[config.mk]
export PLATFORM = sky130hd
export DESIGN_NAME = core_run_ctrl
export DESIGN_NICKNAME = d
export VERILOG_FILES = /design/src/rtl/core_run_ctrl.sv
export SDC_FILE = /design/constraint.sdc
export NUM_CORES = 1
export LEC_CHECK = 0
export BUFFER_PORTS_ARGS = -buffer_cell sky130_fd_sc_hd__buf_4
export CORE_ASPECT_RATIO = 0.75
export CORE_MARGIN = 2
export CORE_UTILIZATION = 40
export CTS_BUF_LIST = sky130_fd_sc_hd__clkbuf_8
export DETAILED_ROUTE_END_ITERATION = 10
export SLEW_MARGIN = 20
export SYNTH_ARGS = -nofsm -noshare
export SYNTH_HDL_FRONTEND = slang
export SYNTH_SLANG_ARGS = --single-unit
[constraint.sdc]
create_clock -name clock -period 7.55 [get_ports clock]
set_input_delay 1.51 -clock clock [delete_from_list [all_inputs] [get_ports clock]]
set_output_delay 1.51 -clock clock [all_outputs]
set_load 0.02 [all_outputs]
[src/rtl/core_run_ctrl.sv]
// core_run_ctrl: run/halt sequencer for the 5-stage RISC-V datapath.
// Holds the core in reset after start, then lets it run while counting
// cycles and retired instructions. A run ends when the PC settles into a
// tight loop (the halt idiom) or when the cycle budget runs out. Results
// stay latched for the SoC status interface.
//
// Handshake: start and abort are level-sampled command strobes with no
// ready. start is taken only in IDLE or DONE; abort is taken only in
// RESET_CORE or RUN and beats start in the same cycle. All status outputs
// are registered and change only on the clock edge after the command.
module core_run_ctrl #(
  parameter int          HIST_DEPTH     = 4,
  parameter int          LOOP_REPS      = 2,
  parameter int          RST_CYCLES     = 2,
  parameter int          TIMEOUT_CYCLES = 2000,
  parameter logic [31:0] NOP_INSTR      = 32'h00000013,
  parameter int          CNT_W          = 32
) (
  input  logic             clock,
  input  logic             reset,
  input  logic             start,
  input  logic             abort,
  input  logic [31:0]      core_pc,
  input  logic [31:0]      core_instr,
  input  logic             core_stall,
  output logic             core_rst_n,
  output logic             running,
  output logic             done,
  output logic             timeout,
  output logic [31:0]      halt_pc,
  output logic [2:0]       loop_len,
  output logic [CNT_W-1:0] cycle_count,
  output logic [CNT_W-1:0] instr_count,
  output logic [1:0]       state_dbg
);

  // Match counters only need to reach the largest threshold; they saturate.
  localparam int MATCH_MAX = LOOP_REPS * HIST_DEPTH;
  localparam int MW        = $clog2(MATCH_MAX + 1);
  localparam int HW        = $clog2(HIST_DEPTH + 1);
  localparam int RW        = (RST_CYCLES > 1) ? $clog2(RST_CYCLES) : 1;

  typedef enum logic [1:0] {
    IDLE       = 2'd0,
    RESET_CORE = 2'd1,
    RUN        = 2'd2,
    DONE       = 2'd3
  } state_t;

  state_t        state_q;
  state_t        state_next;
  logic [RW-1:0] rst_cnt;

  // hist[k] is the PC seen k non-stalled RUN cycles ago.
  logic [31:0]   hist [1:HIST_DEPTH];
  logic [HW-1:0] hist_cnt;
  logic [31:0]   prev_instr;
  logic [MW-1:0] match_q    [1:HIST_DEPTH];
  logic [MW-1:0] match_next [1:HIST_DEPTH];

  logic          halt_hit;
  logic [2:0]    halt_k;
  logic          start_run;
  logic          run_cycle;
  logic          track;
  logic          halt_det;
  logic          timeout_hit;

  assign state_dbg = state_q;

  // A run begins only from a resting state, and abort always wins.
  assign start_run   = start && !abort && ((state_q == IDLE) || (state_q == DONE));
  // An aborted RUN cycle is not counted: the run is cancelled as of that edge.
  assign run_cycle   = (state_q == RUN) && !abort;
  // Loop tracking ignores stalled cycles entirely.
  assign track       = run_cycle && !core_stall;
  assign halt_det    = track && halt_hit;
  assign timeout_hit = run_cycle && (cycle_count == CNT_W'(TIMEOUT_CYCLES - 1));

  function automatic logic [CNT_W-1:0] sat_inc(input logic [CNT_W-1:0] v);
    return (&v) ? v : v + CNT_W'(1);
  endfunction

  // Post-update match counters and the smallest loop length that qualifies.
  always_comb begin
    halt_hit = 1'b0;
    halt_k   = 3'd0;
    for (int k = 1; k <= HIST_DEPTH; k++) begin
      match_next[k] = match_q[k];
      if (int'(hist_cnt) >= k) begin
        // A one-instruction loop must also repeat the same instruction word.
        if ((core_pc == hist[k]) && ((k != 1) || (core_instr == prev_instr))) begin
          match_next[k] = (&match_q[k]) ? match_q[k] : match_q[k] + MW'(1);
        end else begin
          match_next[k] = '0;
        end
      end
    end
    // Scan from the longest loop down so the smallest qualifying k is kept.
    for (int k = HIST_DEPTH; k >= 1; k--) begin
      if (int'(match_next[k]) >= LOOP_REPS * k) begin
        halt_hit = 1'b1;
        halt_k   = 3'(k);
      end
    end
  end

  // Next-state logic; abort outranks halt, timeout and start.
  always_comb begin
    state_next = state_q;
    case (state_q)
      IDLE: begin
        if (start_run) state_next = RESET_CORE;
      end
      RESET_CORE: begin
        if (abort)                                 state_next = IDLE;
        else if (rst_cnt == RW'(RST_CYCLES - 1))   state_next = RUN;
      end
      RUN: begin
        if (abort)                        state_next = IDLE;
        else if (halt_det || timeout_hit) state_next = DONE;
      end
      DONE: begin
        if (start_run) state_next = RESET_CORE;
      end
      default: state_next = IDLE;
    endcase
  end

  // State register.
  always_ff @(posedge clock) begin
    if (!reset) state_q <= IDLE;
    else        state_q <= state_next;
  end

  // Status outputs registered from the state being entered. core_rst_n stays
  // high in DONE so the core keeps spinning and its registers stay readable.
  always_ff @(posedge clock) begin
    if (!reset) begin
      core_rst_n <= 1'b0;
      running    <= 1'b0;
      done       <= 1'b0;
    end else begin
      core_rst_n <= (state_next == RUN) || (state_next == DONE);
      running    <= (state_next == RESET_CORE) || (state_next == RUN);
      done       <= (state_next == DONE);
    end
  end

  // Length of the core reset phase.
  always_ff @(posedge clock) begin
    if (!reset || start_run)          rst_cnt <= '0;
    else if (state_q == RESET_CORE)   rst_cnt <= rst_cnt + RW'(1);
  end

  // Performance counters: cleared when a run is accepted, frozen outside RUN.
  always_ff @(posedge clock) begin
    if (!reset || start_run) begin
      cycle_count <= '0;
      instr_count <= '0;
    end else if (run_cycle) begin
      cycle_count <= sat_inc(cycle_count);
      if (!core_stall && (core_instr != NOP_INSTR)) begin
        instr_count <= sat_inc(instr_count);
      end
    end
  end

  // PC history and match counters advance only on non-stalled RUN cycles.
  always_ff @(posedge clock) begin
    if (!reset || start_run) begin
      for (int k = 1; k <= HIST_DEPTH; k++) begin
        hist[k]    <= '0;
        match_q[k] <= '0;
      end
      hist_cnt   <= '0;
      prev_instr <= '0;
    end else if (track) begin
      hist[1] <= core_pc;
      for (int k = 2; k <= HIST_DEPTH; k++) begin
        hist[k] <= hist[k-1];
      end
      for (int k = 1; k <= HIST_DEPTH; k++) begin
        match_q[k] <= match_next[k];
      end
      prev_instr <= core_instr;
      if (hist_cnt != HW'(HIST_DEPTH)) hist_cnt <= hist_cnt + HW'(1);
    end
  end

  // Run result latch; a halt in the timeout cycle is reported as a halt.
  always_ff @(posedge clock) begin
    if (!reset || start_run) begin
      timeout  <= 1'b0;
      halt_pc  <= '0;
      loop_len <= '0;
    end else if (halt_det) begin
      timeout  <= 1'b0;
      halt_pc  <= core_pc;
      loop_len <= halt_k;
    end else if (timeout_hit) begin
      timeout  <= 1'b1;
      halt_pc  <= core_pc;
      loop_len <= 3'd0;
    end
  end

endmodule
Yosys cells after proc, flatten, opt, wreduce, memory -nomap -nowiden
Memories as Yosys holds them, arrays and structs flattened.
Cells that the tools add are included.
{"block": "op_classes", "n_reduce_logical": 29, "order_cmp": 8, "eq_ne": 14, "mux": 43, "n_addsub": 8, "n_bitwise": 10}
{"op": "two-way mux 32 bit", "n": 6}
{"op": "equality test 32 bit", "n": 5}
{"op": "adder 32 x 1 -> 32 bit (second input constant)", "n": 2}
{"op": "two-way mux 4 bit", "n": 16}
{"op": "AND reduction 32 bit", "n": 2}
{"op": "equality test 32 x 11 -> 1 bit (second input constant)", "n": 1}
{"op": "!= test 32 x 5 -> 1 bit (second input constant)", "n": 1}
{"op": "two-way mux 3 bit", "n": 6}
{"op": "adder 4 x 1 -> 4 bit (second input constant)", "n": 4}
{"op": "AND reduction 4 bit", "n": 4}
{"op": "two-way mux 2 bit", "n": 5}
{"op": "two-way mux 1 bit", "n": 9}
{"op": "equality test 2 bit (second input constant)", "n": 4}
{"op": ">= comparator 4 x 3 -> 1 bit (second input constant)", "n": 2}
{"op": "logical AND 1 bit", "n": 8}
{"op": "bitwise OR 1 bit", "n": 8}
{"op": ">= comparator 3 x 2 -> 1 bit (second input constant)", "n": 2}
{"op": "one-hot mux 2 bit (3 select lines)", "n": 1}
{"op": "logical OR 1 bit", "n": 5}
{"op": "equality test 2 x 1 -> 1 bit (second input constant)", "n": 2}
{"op": ">= comparator 4 x 2 -> 1 bit (second input constant)", "n": 1}
{"op": ">= comparator 4 bit (second input constant)", "n": 1}
{"op": "AND reduction 2 bit", "n": 2}
{"op": "OR reduction 2 bit", "n": 2}
{"op": "10 further kinds", "n": 13}
{"block": "word_totals", "elab_cells": 126, "out_inout_bits": 105, "inputBits": 69, "n_memories": 2, "regBits": 141, "ramBits": 144}
{"memory": "hist", "depth": 4, "width": 32, "read_ports": 4, "rd_ports_with_merged_regs": 0, "wr": 4, "line": "55", "text": "logic [31:0] hist [1:HIST_DEPTH];"}
{"memory": "match_q", "depth": 4, "width": 4, "read_ports": 4, "rd_ports_with_merged_regs": 0, "wr": 4, "line": "58", "text": "logic [MW-1:0] match_q [1:HIST_DEPTH];"}

Logic depth before layout (Yosys ltp)
Gate-level depths: netlist of run 1.
{"block": "depth", "word_depth": 16, "mapped_depth": 15, "ltp_nobuf": 12}

Least setup slack after synthesis of run 1
Ideal clock, no wire load.
{"block": "synth_timing", "kind": "input to register", "from": "input port reset", "to": "register hist[0][100] (netlist name)", "arrival_time_ns": 4.872, "setup_slack_ns": 1.463, "path_stages": 5, "setup_time_ns": 1.215, "path_cell_list": "inv_1 a31oi_1 clkbuf_1 clkbuf_1 nand2_1"}
{"item": "start, declared", "line": "20", "text": "input logic reset,"}

Worst setup path after layout of run 1
{"block": "layout_timing", "from": "input port core_pc[5]", "to": "register running"}
{"block": "layout_via", "elab_chain_len": 15, "elab_cells_between_ends": 29, "classes_between": "order compare (4); eq/ne (6); mux (15); reduce/logical (4)"}
{"item": "start, declared", "line": "23", "text": "input logic [31:0] core_pc,"}
{"item": "equality test 32 bit", "line": "92", "text": "if ((core_pc == hist[k]) && ((k != 1) || (core_instr == prev_instr))) begin"}
{"item": "two-way mux 4 bit", "line": "92"}
{"item": "two-way mux 4 bit", "line": "90", "text": "if (int'(hist_cnt) >= k) begin"}
{"item": ">= comparator 4 bit", "line": "101", "text": "if (int'(match_next[k]) >= LOOP_REPS * k) begin"}
{"item": "two-way mux 1 bit (3 in a row)", "line": "101"}
{"item": "two-way mux 1 bit (*)", "line": "101"}
{"item": "logical AND 1 bit (*)", "line": "77", "text": "assign halt_det = track && halt_hit;"}
{"item": "logical OR 1 bit (*)", "line": "121", "text": "else if (halt_det || timeout_hit) state_next = DONE;"}
{"item": "two-way mux 2 bit (*)", "line": "121"}
{"item": "two-way mux 2 bit (*)", "line": "120", "text": "if (abort) state_next = IDLE;"}
{"item": "one-hot mux 2 bit (3 select lines) (*)", "line": "111", "text": "case (state_q)"}
{"item": "equality test 2 x 1 -> 1 bit or equality test 2 bit (tied branches)", "line": "145", "text": "running <= (state_next == RESET_CORE) || (state_next == RUN);"}
{"item": "logical OR 1 bit (*)", "line": "145"}
{"item": "end signal, assigned", "line": "145"}
{"item": "end, declared", "line": "27", "text": "output logic running,"}
Every way passes the cells marked *; elsewhere a longest branch is shown, timed or not.
A chain may end at the register's enable or synchronous reset.

==> metrics.md, run 1 <==
| Metric | Value |
|---|---|
| Status | `finished, final reports clean` |
| RD Place Congestion | `0.812` |
| Postcts setup bufs | `0` |
| Root Buffer | `clkbuf_8` |
| Fmax | `0.244 GHz` |
| Final setup viols | `0` |
| Crit path required time | `8.02 ns` |
| Worst EP arrival | `4.57 ns` |
| Die H | `164 um` |
| Synthesized flop and latch total | `284` |
| Largest cells by area after synthesis | `edfxtp_1 32%, dfxtp_1 20%, xnor2_1 7.5%` |
| Max Cap Viol | `0` |
| CP max FO | `38` |
| Unrepaired setup endpoints after global routing | `no` |
| DRC viols | `0` |
| Htree depth | `2` |
| Final Net Count | `1559` |
| Synth Flop Type | `edfxtp_1` |
| Drt pass-1 iters | `5` |
| Clk pwr share | `41.8%` |
| Num rows | `58` |
| Core Area | `33600 um^2` |
| Clock sinks | `284` |
| Vias per cell | `5.24` |
| Critical path capture point type | `flip-flop` |
| P_int | `0.00248 W` |
| Reg power frac | `51.0%` |
| Clock transition at the registers of the reported paths | `0.06 ns` |
| Net Switching | `0.000823 W` |
| Final WL | `37000 um` |
| CTS max path bufs | `3` |
| Final cycle utilization of the critical path | `54.3%` |
| Combinational share of power | `7.2%` |
| Top-count cell post-synth | `nand2_1` |
| Die ar. | `35800 um^2` |
| I/O Buffers | `173` |
| Post-Syn Area | `13700 um^2` |
| Layout cell share with drive strength beyond 1 | `17.6%` |
| Synth unique cells | `52` |
| GR Overflow Total | `0` |
| TritonCTS clock tree | `built` |
| Worst-Margin Slew | `1.15 ns` |
| Final hold slack | `0.458 ns` |
| Largest net degree at the start of global routing | `116` |
| Synthesized Nets | `1422` |
| Initial antenna violation count | `0` |
| Io pins | `174` |
| Most common library cells after synthesis | `166 x nand2_1, 144 x edfxtp_1, 140 x dfxtp_1` |
| Net Sw Frac | `25.0%` |
| HP Class | `reg2reg` |
| First-pass GRT wire length | `56800 um` |
| Critical R2R Launch | `hist_cnt[2]$_SDFFE_PP0P_` |
| Hold Crit Start | `halt_pc[8]$_SDFFE_PP0P_` |
| Initial Utilization | `40.8%` |
| Gr usage total | `20.7%` |
| Die X | `218 um` |
| Slew HR | `22.5%` |
| Gate Count Post-Synth | `1340` |
| DP HPWL | `25600 um` |
| Yosys top cell area share | `31.6%` |
| Vias in the first global route | `9493` |
| Seq/Total Area, Yosys | `52.0%` |
| Slew Viols, Final | `0` |
| Finished Core Util | `48.3%` |
| Setup CP Type | `in2reg` |
| Worst Clk Skew | `0.0221 ns` |
| Post-synth EDFFs | `144` |
| Routed vias | `10300` |
| Wire length per cell | `18.8 um` |
| Fin Setup TNS | `0 ns` |
| Hold Buf Count CTS | `0` |
| Tmin final | `4.10 ns` |
| Clock Latency Late Sink | `0.58 ns` |
| Area leader, netlist | `edfxtp_1` |
| Antenna-violating nets left | `0` |
| Total number of yosys warnings | `0` |
| Pwr Density | `203 nW/um^2` |
| Avg Cell Area, Syn | `10.2 um^2` |
| Leak pwr | `6.71 nW` |
| Ys async rst share | `0%` |
| Design Power | `0.00330 W` |
| Initial DRC count | `853` |
| Fin. Hold Viols | `0` |
| Post_cts resized | `0` |
| Worst VDD drop | `0.108 mV` |
| ANT cells | `0` |
| P&R area growth vs syn | `18.5%` |
| Setup crit start | `core_pc[5]` |
| CP startpoint kind | `primary input` |
| Total CTS buffers | `49` |
==> registers in the layout, summed over array words and instances (netlist names), 2 cells and up <==
| register | count |
|---|---|
| cycle_count | 32 |
| halt_pc | 32 |
| hist | 128 |
| hist_cnt | 3 |
| instr_count | 32 |
| loop_len | 3 |
| match_q | 16 |
| prev_instr | 32 |
| state_dbg | 2 |
==> layout by cell type (no fill, tap or decap), drive strengths merged, types with 2 or more instances in the layout <==
| cell type | instances |
|---|---|
| o21ai | 19 |
| a221oi | 2 |
| ha | 13 |
| nand3 | 29 |
| and4b | 2 |
| clkbuf | 62 |
| nand4 | 59 |
| xor2 | 105 |
| and4 | 6 |
| clkinvlp | 2 |
| edfxtp | 144 |
| a31oi | 4 |
| xnor2 | 117 |
| a21oi | 53 |
| nor2b | 3 |
| a32oi | 2 |
| dfxtp | 140 |
| a211oi | 6 |
| nand2b | 8 |
| a32o | 2 |
| nand2 | 167 |
| nor3 | 12 |
| nor4b | 2 |
| and3 | 139 |
| inv | 31 |
| and2 | 13 |
| nor4 | 36 |
| nor3b | 4 |
| buf | 182 |
| mux2i | 39 |
| or3 | 7 |
| nor2 | 90 |
| clkinv | 7 |
==> power groups by stage <==
stage	Combinational (W)	Sequential, W	Clock, W
5_1_grt	0.000255	0.00169	0.00148
6_report	0.000237	0.00168	0.00138
2_1_floorplan	0.000137	0.00172	0
3_5_place_dp	0.000235	0.00172	0
4_1_cts	0.000237	0.00168	0.00142
3_3_place_gp	0.000236	0.00172	0
==> logic make-up after synthesis <==
kind of cell | Yosys count | share of synthesized area (%)
xor+xnor | 222 | 14.2
fa+ha+maj | 13 | 1.19
mux | 39 | 2.85
flops | 284 | 52.0
buf+inv | 108 | 3.48
compound gates | 94 | 4.28
simple gates | 580 | 22.0
==> metrics by stage <==
stage	std cells	cell area [um^2]	worst slack, ns
2_1_floorplan	1340	13700	1.46
3_3_place_gp	1875	15200	2.90
3_5_place_dp	1875	15200	2.88
4_1_cts	1965	16200	3.50
5_1_grt	1966	16200	3.29
6_report	1966	16200	3.45
==> final cells by class <==
type                            instances  area [um^2]
Fill cell                            3102        17400
Sequential cell                       284         7130
Multi-Input combinational cell        948         6150
Timing Repair Buffer                  182         1380
Clock buffer                           62          853
Tap cell                              450          563
Clock inverter                         28          118
Inverter                               12         45.0
==> worst max-delay path, stage by stage <==
cell	delay [ns]
buf_4	0.16
xnor2_1	0.40
nand4_1	0.18
nor4_1	0.44
nand4_1	0.25
a21bo_1	0.28
a31oi_4	0.25
nor2_4	0.05
buf_4	0.33
a21oi_1	0.24
ha_1	0.24
and2_1	0.15
==> final timing paths <==
| check | slack (ns) | to | cells past startpoint |
|---|---|---|---|
| setup / recovery | 3.45 | running$_SDFF_PN0_ | 12 |
| hold / removal | 0.46 | halt_pc[8]$_SDFFE_PP0P_ | 2 |
| setup reg to reg | 3.89 | running$_SDFF_PN0_ | 13 |
| hold reg to reg | 0.46 | halt_pc[8]$_SDFFE_PP0P_ | 2 |
==> per-layer routing <==
metal  wire, um  GRT usage [%]
met1      18600           32.9
met2      14700           27.7
met3       3040           4.43
met4        661           5.45
met5          0              0
Power figures use the tool's default switching activity.
==> inputs of run 2 (changes only) <==
clock period = 4.1 ns   (was 7.55 ns; I/O delays follow)
==> metrics.md, run 2 (synthesis results as in run 1) <==
| Metric | Value |
|---|---|
| CP startpoint kind | `flip-flop` |
| Worst-Margin Slew | `1.03 ns` |
| GR Overflow Total | `0` |
| Core Area | `33600 um^2` |
| Vias per cell | `5.27` |
| Postcts setup bufs | `0` |
| Clock transition at the registers of the reported paths | `0.06 ns` |
| Initial antenna violation count | `0` |
| Slew Viols, Final | `0` |
| Leak pwr | `6.79 nW` |
| Final Net Count | `1565` |
| Final setup viols | `0` |
| Largest net degree at the start of global routing | `197` |
| Total CTS buffers | `49` |
| Crit path required time | `4.59 ns` |
| Post_cts resized | `0` |
| P&R area growth vs syn | `19.3%` |
| CP top delay family | `compound AO/OA/AOI/OAI gates` |
| Die ar. | `35800 um^2` |
| Critical Path, Cell by Cell | `inv_1, ha_1, a211oi_2, nor3b_1, o21ai_0, o21ai_1, a22oi_2, a31oi_4, nor2_4, buf_4, mux2i_1` |
| Vias in the first global route | `9668` |
| Tmin final | `3.21 ns` |
| Worst VDD drop | `0.279 mV` |
| Commonest non-fill, non-tap cell in the layout | `buf_4` |
| ANT cells | `0` |
| Hold Buf Count CTS | `0` |
| Final Cell Area | `16300 um^2` |
| Most frequent cells in the layout | `185 x buf_4, 165 x nand2_1, 144 x edfxtp_1` |
| HP Class | `reg2reg` |
| Fin. Hold Viols | `0` |
| Die X | `218 um` |
| Max Cap Viol | `0` |
| Worst EP arrival | `3.70 ns` |
| Biggest register | `hist` |
| Setup CP Type | `reg2reg` |
| Layout cell share with drive strength beyond 1 | `17.8%` |
| Gr usage total | `20.9%` |
| Finished Core Util | `48.6%` |
| Place WS | `0.514 ns` |
| Fin Setup TNS | `0 ns` |
| Num rows | `58` |
| Antenna-violating nets left | `0` |
| Unrepaired setup endpoints after global routing | `no` |
| TritonCTS clock tree | `built` |
| Placed cell count | `1882` |
| CP max FO | `25` |
| Drt pass-1 iters | `5` |
| Initial DRC count | `906` |
| Final WL | `37500 um` |
| CTS max path bufs | `3` |
| Wire length per cell | `19.0 um` |
| Slew HR | `31.1%` |
| Io pins | `174` |
| Initial Utilization | `40.8%` |
| Worst Clk Skew | `0.0261 ns` |
| Final cycle utilization of the critical path | `78.2%` |
| WP buf/inv | `2` |
| Clock sinks | `284` |
| Max reg flops | `128` |
| Slack of the critical path | `0.894 ns` |
| Die H | `164 um` |
| First-pass GRT wire length | `57200 um` |
| Clock Latency Late Sink | `0.59 ns` |
| Routed vias | `10400` |
| Pwr Density | `379 nW/um^2` |
| Fin cells | `1974` |
| I/O Buffers | `173` |
| Root Buffer | `clkbuf_8` |
| Status | `finished, final reports clean` |
| Critical path capture point type | `flip-flop` |
| Htree depth | `2` |
| Slowest library cell on the worst path | `dfxtp_1` |
| Slowest stage delay, CP | `0.59 ns` |
| RD Place Congestion | `0.815` |
| Dpl cell area | `15300 um^2` |
| DRC viols | `0` |
| DP HPWL | `26000 um` |
| Fmax | `0.312 GHz` |
[run 2: path summary, 6_finish.rpt]
path,cells after the start,start,slack [ns],endpoint
hold / removal,2,halt_pc[30]$_SDFFE_PP0P_,0.46,halt_pc[30]$_SDFFE_PP0P_
setup reg to reg,11,hist_cnt[2]$_SDFFE_PP0P_,0.89,halt_pc[2]$_SDFFE_PP0P_
hold reg to reg,2,halt_pc[30]$_SDFFE_PP0P_,0.46,halt_pc[30]$_SDFFE_PP0P_
setup / recovery,11,hist_cnt[2]$_SDFFE_PP0P_,0.89,halt_pc[2]$_SDFFE_PP0P_
[run 2: cell type report]
cell class	instances	area (um^2)
clock inverters	32	180
flip-flops and latches	284	7130
inverters	12	45.0
repair buffers	188	1450
well taps	450	563
clock buffers	60	826
multi-input cells	948	6150
fillers	3157	17300
[run 2: power breakdown]
group	leakage (nW)	total (W)	switching [W]	internal, W
Clock	0.603	0.00264	0.00120	0.00144
Sequential	2.67	0.00310	0.0000463	0.00305
Combinational	3.52	0.000447	0.000290	0.000156
[run 2: worst reg2reg max path: stages, from the launching register on]
cell      delay, ns
dfxtp_1        0.59
inv_1          0.14
ha_1           0.24
a211oi_2       0.35
nor3b_1        0.09
o21ai_0        0.18
o21ai_1        0.14
a22oi_2        0.27
a31oi_4        0.16
nor2_4         0.21
buf_4          0.44
mux2i_1        0.29
[run 2: through the flow]
step / power (W) / hold slack [ns]
3_3_place_gp: 0.00360 / 0.445
3_5_place_dp: 0.00360 / 0.453
4_1_cts: 0.00625 / 0.455
2_1_floorplan: 0.00341 / 0.449
6_report: 0.00619 / 0.458
5_1_grt: 0.00642 / 0.477
[run 2: metal layers]
metal	up-vias	wire [um]	track usage [%]	part of all wire [%]
li1	4992	-	-	-
met4	0	497	5.11	1.3
met5	-	0	0	0
met3	37	3030	4.57	8.1
met1	5024	18800	33.0	50
met2	353	15200	28.3	41
